==> src/rtl/pipeline_ctrl_pkg.sv <==
// pipeline_ctrl_pkg: core-wide constants, FSM encoding and stage-control bundle shared by the pipeline controller and datapath
package pipeline_ctrl_pkg;
  localparam int REG_IDX_W = 5;
  localparam logic [31:0] NOP_INSN = 32'h00000013;
  typedef logic [REG_IDX_W-1:0] reg_idx_t;
  localparam logic [1:0] ST_INIT = 2'd0;
  localparam logic [1:0] ST_RUN = 2'd1;
  localparam logic [1:0] ST_MEM_WAIT = 2'd2;
  localparam logic [1:0] ST_HALT = 2'd3;
  typedef struct packed {
    logic pc_en;
    logic q1q2_en;
    logic q2q3_en;
    logic q3q4_en;
    logic q4q5_en;
    logic q1q2_flush;
    logic q2q3_flush;
    logic q4q5_bubble;
  } ctrl_t;
  localparam ctrl_t CTRL_INIT = 8'b00000_111;
  localparam ctrl_t CTRL_MEM_WAIT = 8'b00000_001;
  localparam ctrl_t CTRL_HALT = 8'b00000_000;
  localparam ctrl_t CTRL_BRANCH = 8'b11111_110;
  localparam ctrl_t CTRL_LOAD_USE = 8'b00111_010;
  localparam ctrl_t CTRL_NORMAL = 8'b11111_000;
endpackage

==> src/rtl/pipeline_ctrl_if.sv <==
// pipeline_ctrl_if: hazard inputs and stage enable/flush/counter outputs; master = controller, slave = datapath
interface pipeline_ctrl_if
  import pipeline_ctrl_pkg::*;
#(
  parameter int CNT_WIDTH = 32
);
  reg_idx_t q2_rs1;
  reg_idx_t q2_rs2;
  logic q2_uses_rs1;
  logic q2_uses_rs2;
  reg_idx_t q3_rd;
  logic q3_mem_read;
  logic q3_branch_taken;
  logic q4_dmem_req;
  logic dmem_ready;
  logic pc_en;
  logic q1q2_en;
  logic q2q3_en;
  logic q3q4_en;
  logic q4q5_en;
  logic q1q2_flush;
  logic q2q3_flush;
  logic q4q5_bubble;
  logic dmem_timeout;
  logic [CNT_WIDTH-1:0] stall_cycles;
  logic [CNT_WIDTH-1:0] flush_count;
  modport master (
    input q2_rs1, q2_rs2, q2_uses_rs1, q2_uses_rs2, q3_rd, q3_mem_read, q3_branch_taken,
    input q4_dmem_req, dmem_ready,
    output pc_en, q1q2_en, q2q3_en, q3q4_en, q4q5_en, q1q2_flush, q2q3_flush, q4q5_bubble,
    output dmem_timeout, stall_cycles, flush_count
  );
  modport slave (
    output q2_rs1, q2_rs2, q2_uses_rs1, q2_uses_rs2, q3_rd, q3_mem_read, q3_branch_taken,
    output q4_dmem_req, dmem_ready,
    input pc_en, q1q2_en, q2q3_en, q3q4_en, q4q5_en, q1q2_flush, q2q3_flush, q4q5_bubble,
    input dmem_timeout, stall_cycles, flush_count
  );
endinterface

==> src/rtl/pipeline_ctrl_sat_counter.sv <==
// sat_counter: WIDTH-bit up counter that sticks at all-ones; ports clk, rst (async high), inc, count
module sat_counter #(
  parameter int WIDTH = 32
) (
  input  logic             clk,
  input  logic             rst,
  input  logic             inc,
  output logic [WIDTH-1:0] count
);
  always_ff @(posedge clk or posedge rst)
    if (rst) count <= '0;
    else if (inc && !(&count)) count <= count + 1'b1;
endmodule

==> src/rtl/pipeline_ctrl.sv <==
// pipeline_ctrl: 5-stage stall/flush sequencer (load-use bubble, branch flush, dmem freeze with timeout); ports clk, rst (async high), bus (master)
module pipeline_ctrl
  import pipeline_ctrl_pkg::*;
#(
  parameter int WAIT_LIMIT = 64,
  parameter int CNT_WIDTH = 32
) (
  input logic clk,
  input logic rst,
  pipeline_ctrl_if.master bus
);
  localparam int WW = $clog2(WAIT_LIMIT + 1);
  logic [1:0] state, state_nx;
  logic [WW-1:0] wait_cnt, wait_nx;
  logic timeout_q, timeout_nx;
  logic load_use, mem_wait_run;
  ctrl_t run_ctrl, ctrl;
  always_comb begin
    load_use = bus.q3_mem_read && bus.q3_rd != '0 &&
               ((bus.q2_uses_rs1 && bus.q2_rs1 == bus.q3_rd) ||
                (bus.q2_uses_rs2 && bus.q2_rs2 == bus.q3_rd));
    mem_wait_run = bus.q4_dmem_req && !bus.dmem_ready;
    run_ctrl = bus.q3_branch_taken ? CTRL_BRANCH : load_use ? CTRL_LOAD_USE : CTRL_NORMAL;
    ctrl = state == ST_INIT ? CTRL_INIT :
           state == ST_HALT ? CTRL_HALT :
           (state == ST_RUN ? !mem_wait_run : bus.dmem_ready) ? run_ctrl : CTRL_MEM_WAIT;
  end
  always_comb begin
    state_nx = state;
    wait_nx = wait_cnt;
    timeout_nx = timeout_q;
    if (state == ST_INIT) state_nx = ST_RUN;
    else if (state == ST_RUN && mem_wait_run) begin
      state_nx = ST_MEM_WAIT;
      wait_nx = WW'(1);
    end else if (state == ST_MEM_WAIT) begin
      if (bus.dmem_ready) begin
        state_nx = ST_RUN;
        wait_nx = '0;
      end else if (wait_cnt == WW'(WAIT_LIMIT)) begin
        state_nx = ST_HALT;
        timeout_nx = 1'b1;
      end else wait_nx = wait_cnt + 1'b1;
    end
  end
  always_ff @(posedge clk or posedge rst)
    if (rst) begin
      state <= ST_INIT;
      wait_cnt <= '0;
      timeout_q <= 1'b0;
    end else begin
      state <= state_nx;
      wait_cnt <= wait_nx;
      timeout_q <= timeout_nx;
    end
  assign bus.pc_en = ctrl.pc_en;
  assign bus.q1q2_en = ctrl.q1q2_en;
  assign bus.q2q3_en = ctrl.q2q3_en;
  assign bus.q3q4_en = ctrl.q3q4_en;
  assign bus.q4q5_en = ctrl.q4q5_en;
  assign bus.q1q2_flush = ctrl.q1q2_flush;
  assign bus.q2q3_flush = ctrl.q2q3_flush;
  assign bus.q4q5_bubble = ctrl.q4q5_bubble;
  assign bus.dmem_timeout = timeout_q;
  sat_counter #(.WIDTH(CNT_WIDTH)) u_stall_cnt (
    .clk(clk),
    .rst(rst),
    .inc(!ctrl.pc_en),
    .count(bus.stall_cycles)
  );
  sat_counter #(.WIDTH(CNT_WIDTH)) u_flush_cnt (
    .clk(clk),
    .rst(rst),
    .inc(ctrl == CTRL_BRANCH),
    .count(bus.flush_count)
  );
endmodule

==> src/flat_wrapper.sv <==
// flat-port wrapper written by rule: the top's interface ports become plain ports
module pipeline_ctrl_flat import pipeline_ctrl_pkg::*;
#(
  parameter int WAIT_LIMIT = 64,
  parameter int CNT_WIDTH = 32
)
  (clk, rst, bus_q2_rs1, bus_q2_rs2, bus_q2_uses_rs1, bus_q2_uses_rs2, bus_q3_rd, bus_q3_mem_read, bus_q3_branch_taken, bus_q4_dmem_req, bus_dmem_ready, bus_pc_en, bus_q1q2_en, bus_q2q3_en, bus_q3q4_en, bus_q4q5_en, bus_q1q2_flush, bus_q2q3_flush, bus_q4q5_bubble, bus_dmem_timeout, bus_stall_cycles, bus_flush_count);
  pipeline_ctrl_if #(.CNT_WIDTH(CNT_WIDTH)) bus_i ();
  input logic clk;
  input logic rst;
  input wire logic [$bits(bus_i.q2_rs1)-1:0] bus_q2_rs1;
  input wire logic [$bits(bus_i.q2_rs2)-1:0] bus_q2_rs2;
  input wire logic [$bits(bus_i.q2_uses_rs1)-1:0] bus_q2_uses_rs1;
  input wire logic [$bits(bus_i.q2_uses_rs2)-1:0] bus_q2_uses_rs2;
  input wire logic [$bits(bus_i.q3_rd)-1:0] bus_q3_rd;
  input wire logic [$bits(bus_i.q3_mem_read)-1:0] bus_q3_mem_read;
  input wire logic [$bits(bus_i.q3_branch_taken)-1:0] bus_q3_branch_taken;
  input wire logic [$bits(bus_i.q4_dmem_req)-1:0] bus_q4_dmem_req;
  input wire logic [$bits(bus_i.dmem_ready)-1:0] bus_dmem_ready;
  output wire logic [$bits(bus_i.pc_en)-1:0] bus_pc_en;
  output wire logic [$bits(bus_i.q1q2_en)-1:0] bus_q1q2_en;
  output wire logic [$bits(bus_i.q2q3_en)-1:0] bus_q2q3_en;
  output wire logic [$bits(bus_i.q3q4_en)-1:0] bus_q3q4_en;
  output wire logic [$bits(bus_i.q4q5_en)-1:0] bus_q4q5_en;
  output wire logic [$bits(bus_i.q1q2_flush)-1:0] bus_q1q2_flush;
  output wire logic [$bits(bus_i.q2q3_flush)-1:0] bus_q2q3_flush;
  output wire logic [$bits(bus_i.q4q5_bubble)-1:0] bus_q4q5_bubble;
  output wire logic [$bits(bus_i.dmem_timeout)-1:0] bus_dmem_timeout;
  output wire logic [$bits(bus_i.stall_cycles)-1:0] bus_stall_cycles;
  output wire logic [$bits(bus_i.flush_count)-1:0] bus_flush_count;
  assign bus_i.q2_rs1 = bus_q2_rs1;
  assign bus_i.q2_rs2 = bus_q2_rs2;
  assign bus_i.q2_uses_rs1 = bus_q2_uses_rs1;
  assign bus_i.q2_uses_rs2 = bus_q2_uses_rs2;
  assign bus_i.q3_rd = bus_q3_rd;
  assign bus_i.q3_mem_read = bus_q3_mem_read;
  assign bus_i.q3_branch_taken = bus_q3_branch_taken;
  assign bus_i.q4_dmem_req = bus_q4_dmem_req;
  assign bus_i.dmem_ready = bus_dmem_ready;
  assign bus_pc_en = bus_i.pc_en;
  assign bus_q1q2_en = bus_i.q1q2_en;
  assign bus_q2q3_en = bus_i.q2q3_en;
  assign bus_q3q4_en = bus_i.q3q4_en;
  assign bus_q4q5_en = bus_i.q4q5_en;
  assign bus_q1q2_flush = bus_i.q1q2_flush;
  assign bus_q2q3_flush = bus_i.q2q3_flush;
  assign bus_q4q5_bubble = bus_i.q4q5_bubble;
  assign bus_dmem_timeout = bus_i.dmem_timeout;
  assign bus_stall_cycles = bus_i.stall_cycles;
  assign bus_flush_count = bus_i.flush_count;
  pipeline_ctrl #(.WAIT_LIMIT(WAIT_LIMIT), .CNT_WIDTH(CNT_WIDTH)) u_core (.clk(clk), .rst(rst), .bus(bus_i));
endmodule
==> config.mk <==
export PLATFORM = sky130hd
export DESIGN_NAME = pipeline_ctrl_flat
export DESIGN_NICKNAME = d
export VERILOG_FILES = /design/src/rtl/pipeline_ctrl_pkg.sv /design/src/rtl/pipeline_ctrl_if.sv /design/src/rtl/pipeline_ctrl_sat_counter.sv /design/src/rtl/pipeline_ctrl.sv /design/src/flat_wrapper.sv
export SDC_FILE = /design/constraint.sdc
export NUM_CORES = 1
export LEC_CHECK = 0
export CORE_ASPECT_RATIO = 0.8
export CORE_MARGIN = 2
export CORE_UTILIZATION = 47
export DETAILED_ROUTE_END_ITERATION = 7
export PLACE_DENSITY_LB_ADDON = 0.05
export SLEW_MARGIN = 20
export SYNTH_ARGS = -nofsm -noshare
export SYNTH_HDL_FRONTEND = slang
export SYNTH_SLANG_ARGS = --single-unit
export TNS_END_PERCENT = 30
==> constraint.sdc <==
create_clock -name clk -period 4 [get_ports clk]
set_input_delay 0.8 -clock clk [delete_from_list [all_inputs] [get_ports clk]]
set_output_delay 0.8 -clock clk [all_outputs]
set_load 0.02 [all_outputs]
# Word level (Yosys, flattened, before mapping)
# Cells that the tools add are included.
[totals]
out_inout_bits = 73
in_bits = 23
elab_cells = 58
reg_bits = 74
[op_classes]
n_eq_ne = 8
n_bitwise = 3
n_reduce_logical = 24
n_mux = 15
addsub = 3
[op_table]
columns = ["cell", "count"]
rows = [
  ["$add 32x1->32 const B", 2],
  ["$reduce_and 32->1", 2],
  ["$mux 8", 5],
  ["$mux 7", 4],
  ["$eq 5x5->1", 2],
  ["$mux 2", 5],
  ["$eq 8x8->1 const B", 1],
  ["$logic_and 1x1->1", 8],
  ["$add 7x1->7 const B", 1],
  ["$eq 7x7->1 const B", 1],
  ["$logic_not 1->1", 5],
  ["$reduce_and 5->1", 1],
  ["$reduce_bool 5->1", 1],
  ["$eq 2x2->1 const B", 2],
  ["$reduce_bool 4->1", 1],
  ["$ne 3x2->1 const B", 1],
  ["$not 1->1", 3],
  ["$reduce_and 3->1", 1],
  ["$reduce_bool 3->1", 1],
  ["$eq 2x1->1 const B", 1],
  ["$logic_not 2->1", 1],
  ["$reduce_and 2->1", 1],
  ["$reduce_bool 2->1", 1],
  ["$logic_or 1x1->1", 1],
  ["$mux 1", 1],
]

# Depth between registers and ports, before layout
# Gate-level depths: netlist of the first run.
[logic_depth]
depth_word = 11
ltp_mapped = 8
ltp_nobuf = 8

# Cells and area by module
# A second synthesis of the first run with hierarchy kept.
[unflattened]
cells_unflattened = 409
area_unflattened_um2 = 4154.0
[modules_own_cells]
columns = ["mod", "cells_each", "n_inst", "area_each_um2"]
rows = [
  ["sat_counter", 155, 2, 1665.3],
  ["pipeline_ctrl", 99, 1, 823.3],
]

# Worst setup path after synthesis of the first run
# No wires, ideal clock.
[synth_path]
path_type = "in2out"
from = "input bus_q4_dmem_req"
to = "output bus_q1q2_en"
setup_slack_ns = 0.872
path_stages = 5
t_arrival_ns = 2.328
cell_sequence = "nor2b_1 -> o31ai_2 -> o221ai_1 -> nand2_1 -> buf_4"
[synth_between]
elab_chain_cells = 6
[synth_rtl]
columns = ["item", "line", "source"]
rows = [
  ["from (decl)", "flat_wrapper.sv:18", "input wire logic [$bits(bus_i.q4_dmem_req)-1:0] bus_q4_dmem_req;"],
  ["$logic_and 1x1->1", "pipeline_ctrl.sv:22", "mem_wait_run = bus.q4_dmem_req && !bus.dmem_ready;"],
  ["$logic_not 1->1", "pipeline_ctrl.sv:26", "(state == ST_RUN ? !mem_wait_run : bus.dmem_ready) ? run_ctrl : CTRL_MEM_WAIT;"],
  ["$mux 1", "pipeline_ctrl.sv:26", ""],
  ["$mux 8", "pipeline_ctrl.sv:26", ""],
  ["$mux 8", "pipeline_ctrl.sv:25", "state == ST_HALT ? CTRL_HALT :"],
  ["$mux 8", "pipeline_ctrl.sv:24", "ctrl = state == ST_INIT ? CTRL_INIT :"],
  ["to (decl)", "flat_wrapper.sv:21", "output wire logic [$bits(bus_i.q1q2_en)-1:0] bus_q1q2_en;"],
]
# No other way between the ends.

# Worst setup path after layout of the first run
[layout_path]
from = "input bus_q3_rd[0]"
to = "output bus_pc_en"
[layout_between]
elab_chain_cells = 9
elab_cells_between_ends = 13
classes_between = "eq/ne (2); mux (5); reduce/logical (6)"
[layout_rtl]
columns = ["item", "line", "source"]
rows = [
  ["from (decl)", "flat_wrapper.sv:15", "input wire logic [$bits(bus_i.q3_rd)-1:0] bus_q3_rd;"],
  ["$eq 5x5->1, on equally long branches", "pipeline_ctrl.sv:20, pipeline_ctrl.sv:21", ""],
  ["$logic_and 1x1->1, on equally long branches", "pipeline_ctrl.sv:20, pipeline_ctrl.sv:21", ""],
  ["$logic_or 1x1->1", "pipeline_ctrl.sv:20", "((bus.q2_uses_rs1 && bus.q2_rs1 == bus.q3_rd) ||"],
  ["$logic_and 1x1->1 (*)", "pipeline_ctrl.sv:19", "load_use = bus.q3_mem_read && bus.q3_rd != '0 &&"],
  ["$mux 8 (*) (2 in series)", "pipeline_ctrl.sv:23", "run_ctrl = bus.q3_branch_taken ? CTRL_BRANCH : load_use ? CTRL_LOAD_USE : CTRL_NORMAL;"],
  ["$mux 8 (*)", "pipeline_ctrl.sv:26", ""],
  ["$mux 8 (*)", "pipeline_ctrl.sv:25", ""],
  ["$mux 8 (*)", "pipeline_ctrl.sv:24", ""],
  ["to (decl)", "flat_wrapper.sv:20", "output wire logic [$bits(bus_i.pc_en)-1:0] bus_pc_en;"],
]
# Mark *: on every way between the ends. The rest lies on a longest branch, timed or not.

==> flow_summary_export.csv, run 1 <==
group,metric,value,unit
grt,grt_pass1_wl,14300,microns
worst_setup_path,r2r-start,"u_core.u_stall_cnt.count[12]$_DFFE_PP0P_",
cts,worstSkewPairLatency,0.34,ns
synthesis,synth.net_count,414,
cts,tritoncts,"done",
worst_setup_path,worst_path_max_delay_cell,"clkdlybuf4s50_1",
placement,hpwl,6311,microns
floorplan,io_pins,96,
grt,grt_pass1_vias,2950,
timing,max_freq,264.2,MHz
floorplan,rows,29,
floorplan,die-area,8919,sq um
cts,postCtsSetupBuffers,0,
worst_setup_path,cp_top_family,"buffers and inverters",
worst_setup_path,cp_num_buf_inv,2,
cts,htree_levels,3,
synthesis,synthMuxAreaShare,0.5861,%
detailed_routing,drtAntennaViolNets,0,
floorplan,die_w,105.1,microns
synthesis,syn_avg_cell_area,9.929,sq um
floorplan,initial_core_util,48.35,%
layout,num-nets-final,511,
timing,fin_crit_sh,94.64,%
placement,dpl_cell_area,4881,sq um
worst_setup_path,crit_path_start,"bus_q3_rd[0]",
synthesis,synth_compound_area_share,4.201,%
grt,overflow,0,
detailed_routing,routed_wl,8573,microns
layout,fillerInstances,660,
synthesis,syn-instance-count,387,
grt,grt_usage,20.09,%
synthesis,synth_seq_cells,74,
synthesis,yosys.area_share.adder,1.303,%
placement,routabilityCongestion,0.8230,
job,maxCapViolCount,0,
layout,stdcell_area,5100,sq um
power,peakVddDrop,0.0002781,V
detailed_routing,via_per_inst,5.392,
run_status,outcome,"finished clean",
detailed_routing,drc,0,
power,fin_total_pwr,2139,uW
synthesis,yosys.area_share.simple,24.65,%
synthesis,synth_edf_count,0,
layout,area_delta_synth_final,32.73,%
timing,slew_headroom,42.51,%
power,powerDensity,419.3,nW/um^2
cts,clock_sinks,74,
timing,min_period,3.786,ns
synthesis,ys_seq_area_share,48.19,%
cts,cts_buffers,9,
layout,final_common_cell,"clkdlybuf4s50_1",
worst_setup_path,crit_type,"in -> out",
worst_setup_path,path_max_fanout,3,
timing,setup_viol,0,
power,leakagePower,0.002335,uW
layout,drive_gt1_share,6.135,%
detailed_routing,num_vias,3219,
cts,clk_pin_slew_worst_paths,0.08,ns
timing,rsz0062_at_grt,"no",
synthesis,synthesis.area,3842,sq um
layout,final_cell_mix,"clkdlybuf4s50_1 (95), dfrtp_1 (74), xor2_1 (48), nand2_1 (36), nor2_1 (35)",
cts,clockBufferDepth,2,
min_path,min_from,"u_core.bus.dmem_timeout$_DFFE_PP0P_",
timing,hold_viol_final,0,
synthesis,async_flop_share,100.0,%
worst_setup_path,cp_data_required_time,3.20,ns
timing,fin_skew,0.01137,ns
timing,worst_slew_pin_slew,0.8512,ns
synthesis,synth-xor-area-share,17.55,%
worst_setup_path,end_kind,"output pin",
min_path,hold_path_class,"reg -> reg",
synthesis,synth.distinct_cells,49,
placement,place.port_buffers,95,
worst_setup_path,start_kind,"primary input",
timing,final_max_slew_viol_count,0,
timing,timing.setup.tns,0,ns
synthesis,synth_top_family_by_area,"simple AND/OR/NAND/NOR gates",
worst_setup_path,cp_cell_sequence,"clkdlybuf4s50_1 > or4_1 > o21ai_0 > o21ai_0 > nand2_1 > clkdlybuf4s50_1",
detailed_routing,detail_route.iter0.violations,137,
cts,clock-root-buffer,"clkbuf_8",
timing,hold_ws,0.4693,ns
floorplan,die_h,84.87,microns
grt,antenna_found_initial,0,
worst_setup_path,cp_data_arrival_time,2.99,ns
synthesis,ys_warn_count,0,
layout,antenna_cells,0,
synthesis,ys.flop_type,"dfrtp_1",
detailed_routing,wire_per_inst,14.36,microns
detailed_routing,dr.pass1.iters,4,
grt,grt_max_degree,39,
worst_setup_path,max_stage_delay,0.62,ns
cts,cts_hold_buf,0,
cts,post_cts_resized,0,
floorplan,core,7946,sq um
layout,final_util,64.18,%
## cell usage after synthesis (all sizes together), types with 8 or more instances
cell type / number / share of area [%]
and3: 11 / 1.9
buf: 8 / 1.7
dfrtp: 74 / 48
inv: 14 / 1.4
nand2: 36 / 3.5
nand3: 24 / 3.4
nand4: 19 / 3.1
nor2: 35 / 3.4
nor3: 25 / 3.3
nor4: 12 / 2.0
xnor2: 29 / 6.6
xor2: 48 / 11
## registers in the layout, indices dropped and copies added (netlist names)
signal                    cells
u_core.bus.dmem_timeout       1
u_core.state                  2
u_core.u_flush_cnt.count     32
u_core.u_stall_cnt.count     32
u_core.wait_cnt               7
## cell families (layout without fill, tap and decap cells)
family          after synthesis  after routing
compound gates               22             22
xor+xnor                     77             77
fa+ha+maj                     4              4
buf+inv                      26            128
flops                        74             74
mux                           2              2
simple gates                182            182
## worst reg2reg max path: cells and delay by family (launching register included)
kind | cells | cell delay (ns)
flops | 1 | 0.43
mux | 1 | 0.38
simple gates | 4 | 1.66
## power by group
group | internal [uW] | switching (uW)
clock network | 366 | 272
logic | 259 | 307
registers | 826 | 108
## layout make-up
| cell class | instances | area, sq um | area share (%) |
|---|---|---|---|
| Sequential cell | 74 | 1852 | 36.31 |
| Clock inverter | 5 | 77.57 | 1.521 |
| Inverter | 14 | 52.55 | 1.030 |
| Multi-Input combinational cell | 287 | 1856 | 36.38 |
| Timing Repair Buffer | 98 | 985.9 | 19.33 |
| Clock buffer | 11 | 141.4 | 2.772 |
| Tap cell | 108 | 135.1 | 2.650 |
## metal layers
| layer | wire [microns] | GRT usage (%) | part of all wire, % |
|---|---|---|---|
| met4 | 90 | 5.455 | 1.0 |
| met1 | 4157 | 30.10 | 48 |
| met5 | 0 | 0 | 0 |
| met3 | 609 | 6.068 | 7.1 |
| met2 | 3715 | 28.34 | 43 |
## final timing paths
kind	cells after the start	slack, ns	end
max	6	0.21	bus_pc_en
min	1	0.47	u_core.bus.dmem_timeout$_DFFE_PP0P_
max reg2reg	5	1.42	u_core.u_stall_cnt.count[1]$_DFFE_PP0P_
min reg2reg	1	0.47	u_core.bus.dmem_timeout$_DFFE_PP0P_
max in group asynchronous	3	2.40	u_core.u_flush_cnt.count[23]$_DFFE_PP0P_
min in group asynchronous	2	0.93	u_core.u_stall_cnt.count[11]$_DFFE_PP0P_
## stage by stage
step / worst slack [ns] / std cells
after global placement: 0.2082 / 581
final: 0.2143 / 597
after CTS: 0.1827 / 597
after detailed placement: 0.1743 / 581
after floorplan: 0.8724 / 387
after global routing: 0.07134 / 597
(Power assumes the default switching activity.)
==> run 2: changes to the inputs <==
--- a/config.mk
+++ b/config.mk
@@ -7,8 +7,9 @@
 export LEC_CHECK = 0
 export CORE_ASPECT_RATIO = 0.8
 export CORE_MARGIN = 2
-export CORE_UTILIZATION = 47
+export CORE_UTILIZATION = 50
 export DETAILED_ROUTE_END_ITERATION = 7
+export GPL_TIMING_DRIVEN = 1
 export PLACE_DENSITY_LB_ADDON = 0.05
 export SLEW_MARGIN = 20
 export SYNTH_ARGS = -nofsm -noshare
==> flow_summary_export.csv, run 2 (same netlist as run 1, synthesis figures left out) <==
group,metric,value,unit
cts,cts_buffers,9,
detailed_routing,drc,0,
grt,grt_usage,21.63,%
worst_setup_path,worst_path_max_delay_cell,"clkdlybuf4s50_1",
cts,clock-root-buffer,"clkbuf_8",
floorplan,die-area,8407,sq um
timing,hold_viol_final,0,
timing,slew_headroom,43.53,%
placement,routabilityCongestion,0.7927,
power,switching_share,32.71,%
floorplan,initial_core_util,51.74,%
worst_setup_path,r2r-start,"u_core.u_stall_cnt.count[12]$_DFFE_PP0P_",
worst_setup_path,cp_cell_sequence,"clkdlybuf4s50_1 > or4_1 > o21ai_0 > o21ai_1 > nand2_1 > clkdlybuf4s50_1",
cts,tritoncts,"done",
grt,antenna_found_initial,0,
grt,overflow,0,
timing,setup_slack,0.2452,ns
worst_setup_path,rr_endpoint,"u_core.u_stall_cnt.count[1]$_DFFE_PP0P_",
placement,dpl_worst_slack,0.1645,ns
detailed_routing,num_vias,3179,
power,pwr-share-comb,26.2,%
timing,worst_slew_pin_slew,0.8361,ns
layout,finalNonFillerCells,595,
min_path,holdPathEnd,"u_core.bus.dmem_timeout$_DFFE_PP0P_",
timing,timing.setup.tns,0,ns
layout,antenna_cells,0,
placement,dp_cells,579,
grt,grt_max_degree,35,
floorplan,die_h,82.41,microns
placement,hpwl,6316,microns
placement,place.port_buffers,95,
layout,drive_gt1_share,6.327,%
min_path,holdPathStages,1,
run_status,outcome,"finished clean",
detailed_routing,via_per_inst,5.343,
worst_setup_path,cp.depth,6,
timing,fin_crit_sh,93.87,%
worst_setup_path,cp_data_required_time,3.20,ns
timing,min_period,3.755,ns
worst_setup_path,r2r_cells,5,
power,leakagePower,0.002332,uW
cts,htree_levels,3,
floorplan,rows,28,
power,p_int,1438,uW
worst_setup_path,reg2reg_slack,1.44,ns
cts,clock_sinks,74,
layout,reg_top3,"u_core.u_flush_cnt.count x32, u_core.u_stall_cnt.count x32, u_core.wait_cnt x7",
detailed_routing,detail_route.iter0.violations,111,
timing,final_max_slew_viol_count,0,
floorplan,core,7427,sq um
cts,clk_pin_slew_worst_paths,0.07,ns
floorplan,die_w,102.0,microns
grt,grt_pass1_vias,3038,
timing,setup_viol,0,
layout,final_cell_mix,"clkdlybuf4s50_1 (95), dfrtp_1 (74), xor2_1 (48), nand2_1 (36), nor2_1 (35)",
worst_setup_path,path_max_fanout,3,
cts,cts_hold_buf,0,
detailed_routing,wire_per_inst,14.15,microns
detailed_routing,dr.pass1.iters,4,
layout,fillerInstances,619,
worst_setup_path,start_kind,"primary input",
grt,grt_pass1_wl,14080,microns
power,peakVddDrop,0.0002664,V
worst_setup_path,cpMostUsedCell,"clkdlybuf4s50_1",
worst_setup_path,end_kind,"output pin",
power,powerDensity,419.9,nW/um^2
cts,postCtsSetupBuffers,0,
detailed_routing,drtAntennaViolNets,0,
min_path,hold_path_class,"reg -> reg",
worst_setup_path,cp_data_arrival_time,2.95,ns
power,power.switching,699.1,uW
timing,max_freq,266.3,MHz
worst_setup_path,crit_type,"in -> out",
min_path,min_from,"u_core.bus.dmem_timeout$_DFFE_PP0P_",
worst_setup_path,cp_top_family,"buffers and inverters",
floorplan,io_pins,96,
layout,area_delta_synth_final,32.46,%
worst_setup_path,cp_num_buf_inv,2,
timing,fin_skew,0.01175,ns
job,maxCapViolCount,0,
timing,rsz0062_at_grt,"no",
layout,num-nets-final,512,
power,pwr-share-clk,30.0,%
timing,hold_ws,0.4661,ns
cts,worstSkewPairLatency,0.35,ns
layout,final_common_cell,"clkdlybuf4s50_1",
power,power_frac_seq,43.7,%
cts,clockBufferDepth,2,
detailed_routing,routed_wl,8418,microns
worst_setup_path,max_stage_delay,0.62,ns
## run 2: changes by cell type in the layout (fill, tap and decap cells not counted), sizes merged
cell / change
inv: +1
buf: +1
clkbuf: -1
## run 2: layout make-up
cell class | instances | area [sq um] | area share (%)
Multi-Input combinational cell | 287 | 1856 | 36.46
Sequential cell | 74 | 1852 | 36.38
Clock inverter | 6 | 90.09 | 1.770
Tap cell | 105 | 131.4 | 2.581
Clock buffer | 10 | 127.6 | 2.507
Inverter | 14 | 52.55 | 1.032
Timing Repair Buffer | 99 | 980.9 | 19.27
## run 2: worst max path at each step
stage                         start          end
floorplan           bus_q4_dmem_req  bus_q1q2_en
global placement       bus_q3_rd[0]  bus_q1q2_en
detailed placement     bus_q3_rd[0]  bus_q1q2_en
CTS                    bus_q3_rd[0]  bus_q1q2_en
global route           bus_q3_rd[0]    bus_pc_en
finish                 bus_q3_rd[0]  bus_q1q2_en
## run 2: per-layer routing
metal | vias up | share of wire [%] | routed length, microns | GRT usage, %
li1 | 1548 | - | - | -
met2 | 88 | 45 | 3776 | 32.89
met3 | 7 | 6.0 | 505 | 5.724
met5 | - | 0 | 0 | 0
met1 | 1536 | 48 | 4046 | 30.09
met4 | 0 | 1.1 | 90 | 7.600
## run 2: timing repair
item / in CTS / in global routing
setup endpoints to repair: 0 / 2
hold endpoints to repair: 0 / 0
gates resized for setup: 0 / 1
## run 2: metrics by stage
| step | total power (uW) | cell area (sq um) | util, % |
|---|---|---|---|
| 2_1_floorplan | 1279 | 3842 | - |
| 3_3_place_gp | 1497 | 4872 | 65.60 |
| 3_5_place_dp | 1513 | 4872 | 65.60 |
| 4_1_cts | 2162 | 5090 | 68.53 |
| 5_1_grt | 2260 | 5090 | 68.53 |
| 6_report | 2137 | 5090 | 68.53 |
## run 2: power groups by stage
stage | clock network (uW) | logic (uW) | registers, uW
2_1_floorplan | 0 | 285 | 994
3_3_place_gp | 0 | 551 | 946
3_5_place_dp | 0 | 566 | 948
4_1_cts | 660 | 568 | 934
5_1_grt | 693 | 617 | 950
6_report | 642 | 561 | 934
==> run 3: changes to the inputs <==
--- a/config.mk
+++ b/config.mk
@@ -14,5 +14,6 @@
 export SLEW_MARGIN = 20
 export SYNTH_ARGS = -nofsm -noshare
 export SYNTH_HDL_FRONTEND = slang
+export SYNTH_HIERARCHICAL = 1
 export SYNTH_SLANG_ARGS = --single-unit
 export TNS_END_PERCENT = 30
==> flow_summary_export.csv, run 3 <==
group,metric,value,unit
run_status,outcome,"finished clean",
layout,area_delta_synth_final,28.49,%
job,maxCapViolCount,0,
detailed_routing,detail_route.iter0.violations,123,
synthesis,ys.flop_type,"dfrtp_1",
layout,num-nets-final,532,
power,fin_total_pwr,1832,uW
placement,hpwl,7128,microns
cts,clock-root-buffer,"clkbuf_8",
timing,setup_viol,0,
synthesis,syn-instance-count,409,
detailed_routing,drtAntennaViolNets,0,
synthesis,synthesis.area,4154,sq um
layout,final_common_cell,"clkdlybuf4s50_1",
worst_setup_path,max_stage_delay,0.61,ns
floorplan,initial_core_util,52.04,%
grt,grt_max_degree,33,
floorplan,die_w,105.9,microns
placement,place.port_buffers,95,
worst_setup_path,start_kind,"primary input",
worst_setup_path,cp_data_arrival_time,2.87,ns
cts,clockBufferDepth,2,
cts,clk_pin_slew_worst_paths,0.08,ns
cts,htree_levels,3,
placement,routabilityCongestion,0.8532,
detailed_routing,wire_per_inst,15.42,microns
synthesis,synth_seq_cells,74,
timing,fin_skew,0.009657,ns
floorplan,core,7983,sq um
grt,overflow,0,
worst_setup_path,cp_top_family,"buffers and inverters",
timing,fin_crit_sh,91.77,%
worst_setup_path,cpMostUsedCell,"clkdlybuf4s50_1",
synthesis,async_flop_share,100.0,%
cts,postCtsSetupBuffers,0,
synthesis,ys_top_cells_by_area,"dfrtp_1 (45%), xnor2_1 (9.3%), xor2_1 (6.7%)",
worst_setup_path,worst_path_max_delay_cell,"clkdlybuf4s50_1",
worst_setup_path,cp_cell_sequence,"clkdlybuf4s50_1 > or4_1 > o211ai_1 > o21a_1 > clkdlybuf4s50_1",
synthesis,ys_warn_count,6,
floorplan,rows,29,
layout,drive_gt1_share,10.00,%
cts,cts_hold_buf,0,
synthesis,synth_edf_count,0,
min_path,hold_path_class,"reg -> reg",
cts,cts_buffers,9,
placement,dp_cells,602,
cts,clock_sinks,74,
cts,tritoncts,"done",
layout,fillerInstances,666,
grt,grt_pass1_wl,16570,microns
synthesis,yosysTopAreaCell,"dfrtp_1",
worst_setup_path,crit_type,"in -> out",
synthesis,synth.net_count,436,
synthesis,yosysMostFrequentCell,"dfrtp_1",
worst_setup_path,path_max_fanout,3,
detailed_routing,num_vias,3393,
grt,grt_pass1_vias,3406,
timing,hold_ws,0.4846,ns
timing,final_max_slew_viol_count,0,
floorplan,die-area,9058,sq um
worst_setup_path,cp_data_required_time,3.20,ns
synthesis,ys_seq_area_share,44.58,%
synthesis,synth_top_area_share,44.58,%
synthesis,synth.distinct_cells,49,
cts,worstSkewPairLatency,0.34,ns
floorplan,io_pins,96,
detailed_routing,dr.pass1.iters,5,
timing,hold_viol_final,0,
synthesis,synthTopCellsByCount,"dfrtp_1 (74), nand2_1 (49), xnor2_1 (44)",
timing,rsz0062_at_grt,"no",
detailed_routing,via_per_inst,5.490,
power,leakagePower,0.002280,uW
detailed_routing,routed_wl,9530,microns
layout,antenna_cells,0,
power,peakVddDrop,0.0003578,V
layout,reg_top3,"u_core/u_flush_cnt/count x32, u_core/u_stall_cnt/count x32, u_core/wait_cnt x7",
timing,slew_headroom,61.04,%
power,powerDensity,343.2,nW/um^2
timing,worst_slew_pin_slew,0.5844,ns
layout,final_cell_mix,"clkdlybuf4s50_1 (95), dfrtp_1 (74), nand2_1 (49), xnor2_1 (44), xor2_1 (32)",
timing,min_period,3.671,ns
grt,antenna_found_initial,0,
cts,post_cts_resized,0,
layout,finalNonFillerCells,618,
worst_setup_path,end_kind,"output pin",
floorplan,die_h,85.53,microns
detailed_routing,drc,0,
synthesis,syn_avg_cell_area,10.16,sq um
timing,max_freq,272.4,MHz
timing,timing.setup.tns,0,ns
worst_setup_path,cp_num_buf_inv,2,
grt,grt_usage,22.78,%
-- run 3: layout make-up --
| cell class | instances | area, sq um | share of cell area [%] |
|---|---|---|---|
| inverter | 13 | 48.80 | 0.9142 |
| sequential | 74 | 1852 | 34.69 |
| clock buffer | 13 | 138.9 | 2.602 |
| timing repair buffer | 98 | 973.4 | 18.24 |
| tap | 108 | 135.1 | 2.532 |
| clock inverter | 3 | 40.04 | 0.7501 |
| multi-input combinational | 309 | 2150 | 40.27 |
-- run 3: logic make-up (layout without fill, tap and decap cells) --
family / count (synthesis) / count (layout) / synth area share, %
buf+inv: 26 / 127 / 3.675
flops: 74 / 74 / 44.58
compound gates: 34 / 34 / 6.808
simple gates: 194 / 194 / 27.47
xor+xnor: 76 / 76 / 16.02
mux: 1 / 1 / 0.2410
fa+ha+maj: 4 / 4 / 1.205
-- run 3: power by group --
| part | internal [uW] | switching [uW] |
|---|---|---|
| logic | 187 | 185 |
| registers | 814 | 100 |
| clock network | 288 | 258 |
| total | 1290 | 543 |
-- run 3: layer usage --
| metal | global-route usage, % | vias to the layer above | part of all wire [%] |
|---|---|---|---|
| li1 | - | 1649 | - |
| met4 | 5.502 | 0 | 0.80 |
| met3 | 5.395 | 9 | 3.4 |
| met2 | 37.71 | 77 | 48 |
| met5 | 0 | - | 0 |
| met1 | 30.69 | 1658 | 48 |
-- run 3: through the flow --
stage | util (%) | area [sq um] | setup slack [ns]
3_5_place_dp | 64.62 | 5159 | 0.3405
2_1_floorplan | - | 4154 | 0.8999
3_3_place_gp | 64.62 | 5159 | 0.3847
5_1_grt | 66.87 | 5338 | 0.1478
6_report | 66.87 | 5338 | 0.3294
4_1_cts | 66.87 | 5338 | 0.3383
-- run 3: final timing paths --
path                                                     start                                  endpoint  slack, ns  depth (start not counted)
setup / recovery                                  bus_q3_rd[1]                               bus_q1q2_en       0.33                          5
hold / removal             u_core/bus.dmem_timeout$_DFFE_PP0P_       u_core/bus.dmem_timeout$_DFFE_PP0P_       0.48                          1
setup reg to reg                   u_core/state[0]$_DFFE_PP0P_  u_core/u_flush_cnt/count[23]$_DFFE_PP0P_       1.21                          9
hold reg to reg            u_core/bus.dmem_timeout$_DFFE_PP0P_       u_core/bus.dmem_timeout$_DFFE_PP0P_       0.48                          1
max in group asynchronous                                  rst  u_core/u_stall_cnt/count[31]$_DFFE_PP0P_       2.80                          3
min in group asynchronous                                  rst            u_core/wait_cnt[6]$_DFFE_PP0P_       0.79                          2
